[config.mk]
export PLATFORM = sky130hd
export DESIGN_NAME = calc_sequencer_s7
export DESIGN_NICKNAME = d
export VERILOG_FILES = /design/src/rtl/calc_sequencer_s7.sv
export SDC_FILE = /design/constraint.sdc
export NUM_CORES = 1
export LEC_CHECK = 0
export CAP_MARGIN = 40
export CORE_MARGIN = 8
export CORE_UTILIZATION = 44
export DETAILED_ROUTE_END_ITERATION = 10
export PLACE_DENSITY_LB_ADDON = 0.15
export REMOVE_ABC_BUFFERS = 1
export SETUP_SLACK_MARGIN = 0.4
export SLEW_MARGIN = 20
export SYNTH_ARGS = -nofsm -noshare
export SYNTH_HDL_FRONTEND = slang
export SYNTH_SLANG_ARGS = --single-unit
[constraint.sdc]
create_clock -name clk -period 1.9 [get_ports clk]
set_input_delay 0.57 -clock clk [delete_from_list [all_inputs] [get_ports clk]]
set_output_delay 0.57 -clock clk [all_outputs]
set_load 0.05 [all_outputs]
[src/rtl/calc_sequencer_s7.sv]
// calc_sequencer_s7
// Control FSM for the S7 calculator. Steps the user through operand 1 entry,
// operand 2 entry, operation select, ALU execute and result display. It also
// owns the operand/opcode/result registers that feed the ALU and display mux.
//
// Parameters:
//   N        operand/result width
//   TIMEOUT  maximum number of EXEC cycles spent waiting for alu_done (>= 2)
//
// Ports:
//   clk         in   system clock, rising edge
//   resetN      in   asynchronous active-low reset
//   enter       in   debounced button level (rising edge detected here)
//   undo        in   debounced button level (rising edge detected here)
//   data_in     in   N-bit switch value for operand entry
//   op_in       in   2-bit switch value for operation select
//   alu_result  in   N-bit ALU output
//   alu_done    in   ALU completion level, sampled every EXEC cycle
//   state       out  current state, doubles as display-mux select
//   op1, op2    out  operand registers
//   op_code     out  registered operation select
//   alu_start   out  one-cycle start pulse, high in the first EXEC cycle
//   result      out  captured ALU result (all ones after a timeout)
//   err         out  sticky timeout flag
//   busy        out  high while in EXEC
module calc_sequencer_s7 #(
    parameter int N       = 16,
    parameter int TIMEOUT = 8
) (
    input  logic         clk,
    input  logic         resetN,
    input  logic         enter,
    input  logic         undo,
    input  logic [N-1:0] data_in,
    input  logic [1:0]   op_in,
    input  logic [N-1:0] alu_result,
    input  logic         alu_done,
    output logic [3:0]   state,
    output logic [N-1:0] op1,
    output logic [N-1:0] op2,
    output logic [1:0]   op_code,
    output logic         alu_start,
    output logic [N-1:0] result,
    output logic         err,
    output logic         busy
);

    localparam int CW = (TIMEOUT > 2) ? $clog2(TIMEOUT) : 1;

    // State values are the display-mux encoding, so the register is exported as is.
    typedef enum logic [3:0] {
        S_IDLE  = 4'd0,
        S_ERR   = 4'd3,
        S_OP1   = 4'd4,
        S_OP2   = 4'd8,
        S_OPSEL = 4'd9,
        S_EXEC  = 4'd10,
        S_SHOW  = 4'd11
    } state_t;

    state_t          cur_state;
    state_t          nxt_state;
    logic            enter_q;
    logic            undo_q;
    logic            enter_e;
    logic            undo_e;
    logic [CW-1:0]   cnt;
    logic            start_exec;
    logic            take_result;
    logic            take_timeout;
    logic            clear_err;

    // enter wins over undo when both rise in the same cycle.
    assign enter_e = enter & ~enter_q;
    assign undo_e  = undo & ~undo_q & ~enter_e;

    assign state = cur_state;
    assign busy  = (cur_state == S_EXEC);

    // State register and button history.
    always_ff @(posedge clk or negedge resetN) begin
        if (!resetN) begin
            cur_state <= S_IDLE;
            enter_q   <= 1'b0;
            undo_q    <= 1'b0;
        end else begin
            cur_state <= nxt_state;
            enter_q   <= enter;
            undo_q    <= undo;
        end
    end

    // Next-state logic plus the one-shot strobes the datapath acts on.
    // In EXEC the first cycle (cnt == 0) is the start cycle, so alu_done is
    // not trusted there; alu_done beats the timeout when both coincide.
    always_comb begin
        nxt_state    = cur_state;
        start_exec   = 1'b0;
        take_result  = 1'b0;
        take_timeout = 1'b0;
        clear_err    = 1'b0;
        case (cur_state)
            S_IDLE: begin
                if (enter_e) nxt_state = S_OP1;
            end
            S_OP1: begin
                if (enter_e) nxt_state = S_OP2;
            end
            S_OP2: begin
                if (enter_e)     nxt_state = S_OPSEL;
                else if (undo_e) nxt_state = S_OP1;
            end
            S_OPSEL: begin
                if (enter_e) begin
                    nxt_state  = S_EXEC;
                    start_exec = 1'b1;
                end else if (undo_e) begin
                    nxt_state = S_OP2;
                end
            end
            S_EXEC: begin
                if ((cnt != CW'(0)) && alu_done) begin
                    nxt_state   = S_SHOW;
                    take_result = 1'b1;
                end else if (cnt == CW'(TIMEOUT - 1)) begin
                    nxt_state    = S_ERR;
                    take_timeout = 1'b1;
                end
            end
            S_SHOW: begin
                if (enter_e)     nxt_state = S_OP1;
                else if (undo_e) nxt_state = S_OPSEL;
            end
            S_ERR: begin
                if (enter_e) begin
                    nxt_state = S_OP1;
                    clear_err = 1'b1;
                end
            end
            default: begin
                nxt_state = S_IDLE;
            end
        endcase
    end

    // Datapath registers. Entry states load continuously so the value sampled
    // on the confirming enter edge is the one kept.
    always_ff @(posedge clk or negedge resetN) begin
        if (!resetN) begin
            op1       <= '0;
            op2       <= '0;
            op_code   <= 2'b00;
            result    <= '0;
            err       <= 1'b0;
            alu_start <= 1'b0;
            cnt       <= '0;
        end else begin
            alu_start <= start_exec;
            if (cur_state == S_OP1)   op1     <= data_in;
            if (cur_state == S_OP2)   op2     <= data_in;
            if (cur_state == S_OPSEL) op_code <= op_in;
            if (start_exec)                 cnt <= '0;
            else if (cur_state == S_EXEC)   cnt <= cnt + CW'(1);
            if (take_result) begin
                result <= alu_result;
            end else if (take_timeout) begin
                result <= {N{1'b1}};
                err    <= 1'b1;
            end
            if (clear_err) err <= 1'b0;
        end
    end

endmodule

==> results.txt <==
Run status -> completed
Delay-heaviest family, CP -> flip-flops
Post-detailed-route DRC marker count -> 0
H-Tree Depth -> 3
Height of the chip -> 92.4 um
Detailed-placement wirelength estimate -> 4.52 mm
Leakage power -> 2.12 nW
Width of the die -> 92.4 um
Total clock sinks -> 61
Maximum frequency from static timing analysis -> 568 MHz
Most used standard cell by instance count after synthesis -> dfrtp_1
WL final -> 7.37 mm
Area share of the largest cell type after synthesis -> 0.595
Setup repair after global routing missed its margin -> true
Via count of the first global-routing pass -> 2114
Cell type of the slowest stage on the worst timing path -> dfrtp_2
Standard cell core area -> 5780 um^2
Starting density of the core -> 0.444
Register area -> 1530 um^2
CTS max path bufs -> 2
DP Cell Count -> 357
Total track usage -> 0.165
Switching power of the nets -> 0.00417 W
Ant. Diodes -> 0
Cell taking the most area after synthesis -> dfrtp_1
First drt pass iteration count -> 4
Initial antenna violation count -> 0
Post-synth EDFFs -> 0
Number of vias per cell after detailed routing -> 5.11
Worst min-delay path category -> in -> async
Mean Syn Cell Area -> 14.3 um^2
Post-Route Setup TNS -> 0 ns
Fill cell instance count of the final layout -> 374
Max VDD drop -> 1240 uV
Layout cell share with drive strength beyond 1 -> 0.506
Setup-violating endpoint count in the final report -> 0
TritonCTS clock tree -> done
Detailed-route wire length per cell -> 18.6 um
Transition time of the tightest slew-check pin -> 0.375 ns
Area enclosed by the die boundary -> 8530 um^2
Routability Congestion -> 0.813
Multi-input combinational cell area -> 1200 um^2
Main synth FF type -> dfrtp_1
Delay of the slowest critical-path stage -> 0.46 ns
Max Fanout on Critical Path -> 4
Crit path cell chain -> nand2b_4 -> nor2_8 -> buf_4 -> buf_12 -> a32oi_4 -> o311ai_4 -> mux2_4
Sequential cell area fraction in the yosys report -> 0.595
Combined buffer and inverter count along the critical path -> 2
Final hold violation count -> 0
Asr flop ratio synth -> 1.00
Synthesized instance count -> 180
Largest net degree at the start of global routing -> 52
Crit path launch type -> register
Worst clock skew -> 0.00488 ns
Minimum setup slack after placement -> -0.227 ns
Layout area overhead -> 73.1%
Logic gate share of total power -> 0.621
Arrival @ worst endpoint -> 1.97 ns
I/O pin count -> 96
Fraction of power consumed by the clock network -> 0.130
Starting DRT DRC Count -> 130
GRT overflow -> 0
Flop pwr share -> 0.249
Final Max Tran Viols -> 0
Post-detailed-route count of antenna-violating nets -> 0
Post-route setup slack -> 0.140 ns
Wire length of the first global-routing pass -> 11.1 mm
Number of buffers inserted by port buffering -> 95
Clock-pin slew reported for the worst setup and hold paths after clock tree synthesis -> 0.07 ns
Leading post-synthesis cells by instance count -> 61 x dfrtp_1, 34 x mux2_1, 11 x o22a_1
Worst slew slack as a fraction of its limit -> 0.750
Post-Layout Cell Count -> 397
Post-Route Hold Slack -> 0.103 ns
Total number of vias -> 2029
Cells taking the most area after synthesis -> dfrtp_1 59%, mux2_1 15%, o22a_1 3.8%
TritonCTS buffer count -> 9
Period utilisation layout -> 0.926
Data required time of the worst path -> 2.11 ns
CTS Root Buffer Type -> clkbuf_8
Clock network latency to the later pin of the worst-skew pair -> 0.33 ns
Critical Path Sink Type -> register
Crit Path Category -> reg -> reg
Cell Int Power -> 0.00521 W
Cell Area, Synth -> 2570 um^2
Warnings from Yosys -> 0
Layout net count -> 359
Min cycle time layout -> 1.76 ns
Count of standard-cell rows -> 28
Number of different library cells in the post-synthesis netlist -> 35
Sw Share -> 0.444
Max-cap violations -> 0
Flops & latches, synth -> 61
Number of buffers inserted by hold repair at cts -> 0
Power per cell area -> 2110 nW/um^2
==> worst paths after layout <==
| check | startpoint | endpoint | slack (ns) | depth (start not counted) |
|---|---|---|---|---|
| min in group clk | op_code[0] | op_code[0] | 0.49 | 1 |
| worst max register to register | state[3] | state[3] | 0.14 | 7 |
| worst max-delay path | state[3] | state[3] | 0.14 | 7 |
| worst min-delay path | resetN | op_code[1] | 0.10 | 1 |
| max in group asynchronous | resetN | state[3] | 1.23 | 2 |
| worst min register to register | op_code[0] | op_code[0] | 0.49 | 1 |
==> layer usage <==
layer / vias to the layer above / global-route usage / routed length [um]
met1: 1030 / 0.202 / 3170
li1: 928 / - / -
met3: 10 / 0.0615 / 450
met5: - / 0 / 0
met2: 61 / 0.264 / 3650
met4: 0 / 0.0577 / 96
==> flip-flops by register name (all words and copies together), names as in the netlist <==
signal / flops
state: 4
err: 1
op1: 16
result: 16
enter_q: 1
undo_q: 1
alu_start: 1
cnt: 3
op2: 16
op_code: 2
==> layout make-up <==
class | instances | area share
clock inverter | 5 | 0.0169
inverter | 3 | 0.00254
clock buffer | 11 | 0.0296
tap | 75 | 0.0211
timing repair buffer | 133 | 0.314
multi-input combinational | 109 | 0.271
sequential | 61 | 0.344
==> layout by cell type, fill, tap and decap left out, types with 3 or more instances in the layout <==
master / count
dfrtp_1: 59
buf_6: 47
buf_4: 36
clkdlybuf4s50_1: 34
mux2_4: 25
o22a_1: 11
mux2_1: 10
clkbuf_8: 9
buf_12: 9
nand2_1: 8
mux2i_1: 8
nor2_1: 7
nand2b_4: 5
inv_1: 3
nor2b_4: 3
clkinv_2: 3
dlygate4sd2_1: 3
==> power groups by stage <==
stage	Combinational [W]	Clock [W]	Sequential (W)
after floorplan	0.00104	0	0.00421
after global placement	0.00461	0	0.00221
after detailed placement	0.00467	0	0.00223
after CTS	0.00510	0.00125	0.00224
after global routing	0.00604	0.00131	0.00242
final	0.00582	0.00122	0.00234
==> through the flow <==
step	cell area (um^2)	total power, W	util
2_1_floorplan	2520	0.00525	-
3_3_place_gp	3610	0.00682	0.625
3_5_place_dp	3610	0.00690	0.625
4_1_cts	4100	0.00859	0.709
5_1_grt	4440	0.00977	0.768
6_report	4440	0.00938	0.768
==> cell families (layout without fill, tap and decap cells) <==
logic type,after synthesis,after routing,share of synthesized area
adder cells (fa/ha/maj),3,3,0.0146
AND/OR/NAND/NOR,37,38,0.0883
flip-flops,61,61,0.595
AO/OA/AOI/OAI,24,24,0.0887
buffers and inverters,11,152,0.0239
multiplexers,43,43,0.186
XOR/XNOR,1,1,0.00341
==> worst reg2reg max path, cell delays in order, from the launching register on <==
cell,delay [ns]
dfrtp_2,0.46
nand2b_4,0.14
nor2_8,0.06
buf_4,0.14
buf_12,0.12
a32oi_4,0.23
o311ai_4,0.17
mux2_4,0.32
==> what timing repair did <==
item                                    in CTS  in global routing
setup buffers                               11                  9
endpoints found under the setup margin      53                 99
pin swaps                                    3                  4
gates resized for setup                     42                 73
cloned                                       4                  0
Power figures use the tool's default switching activity.
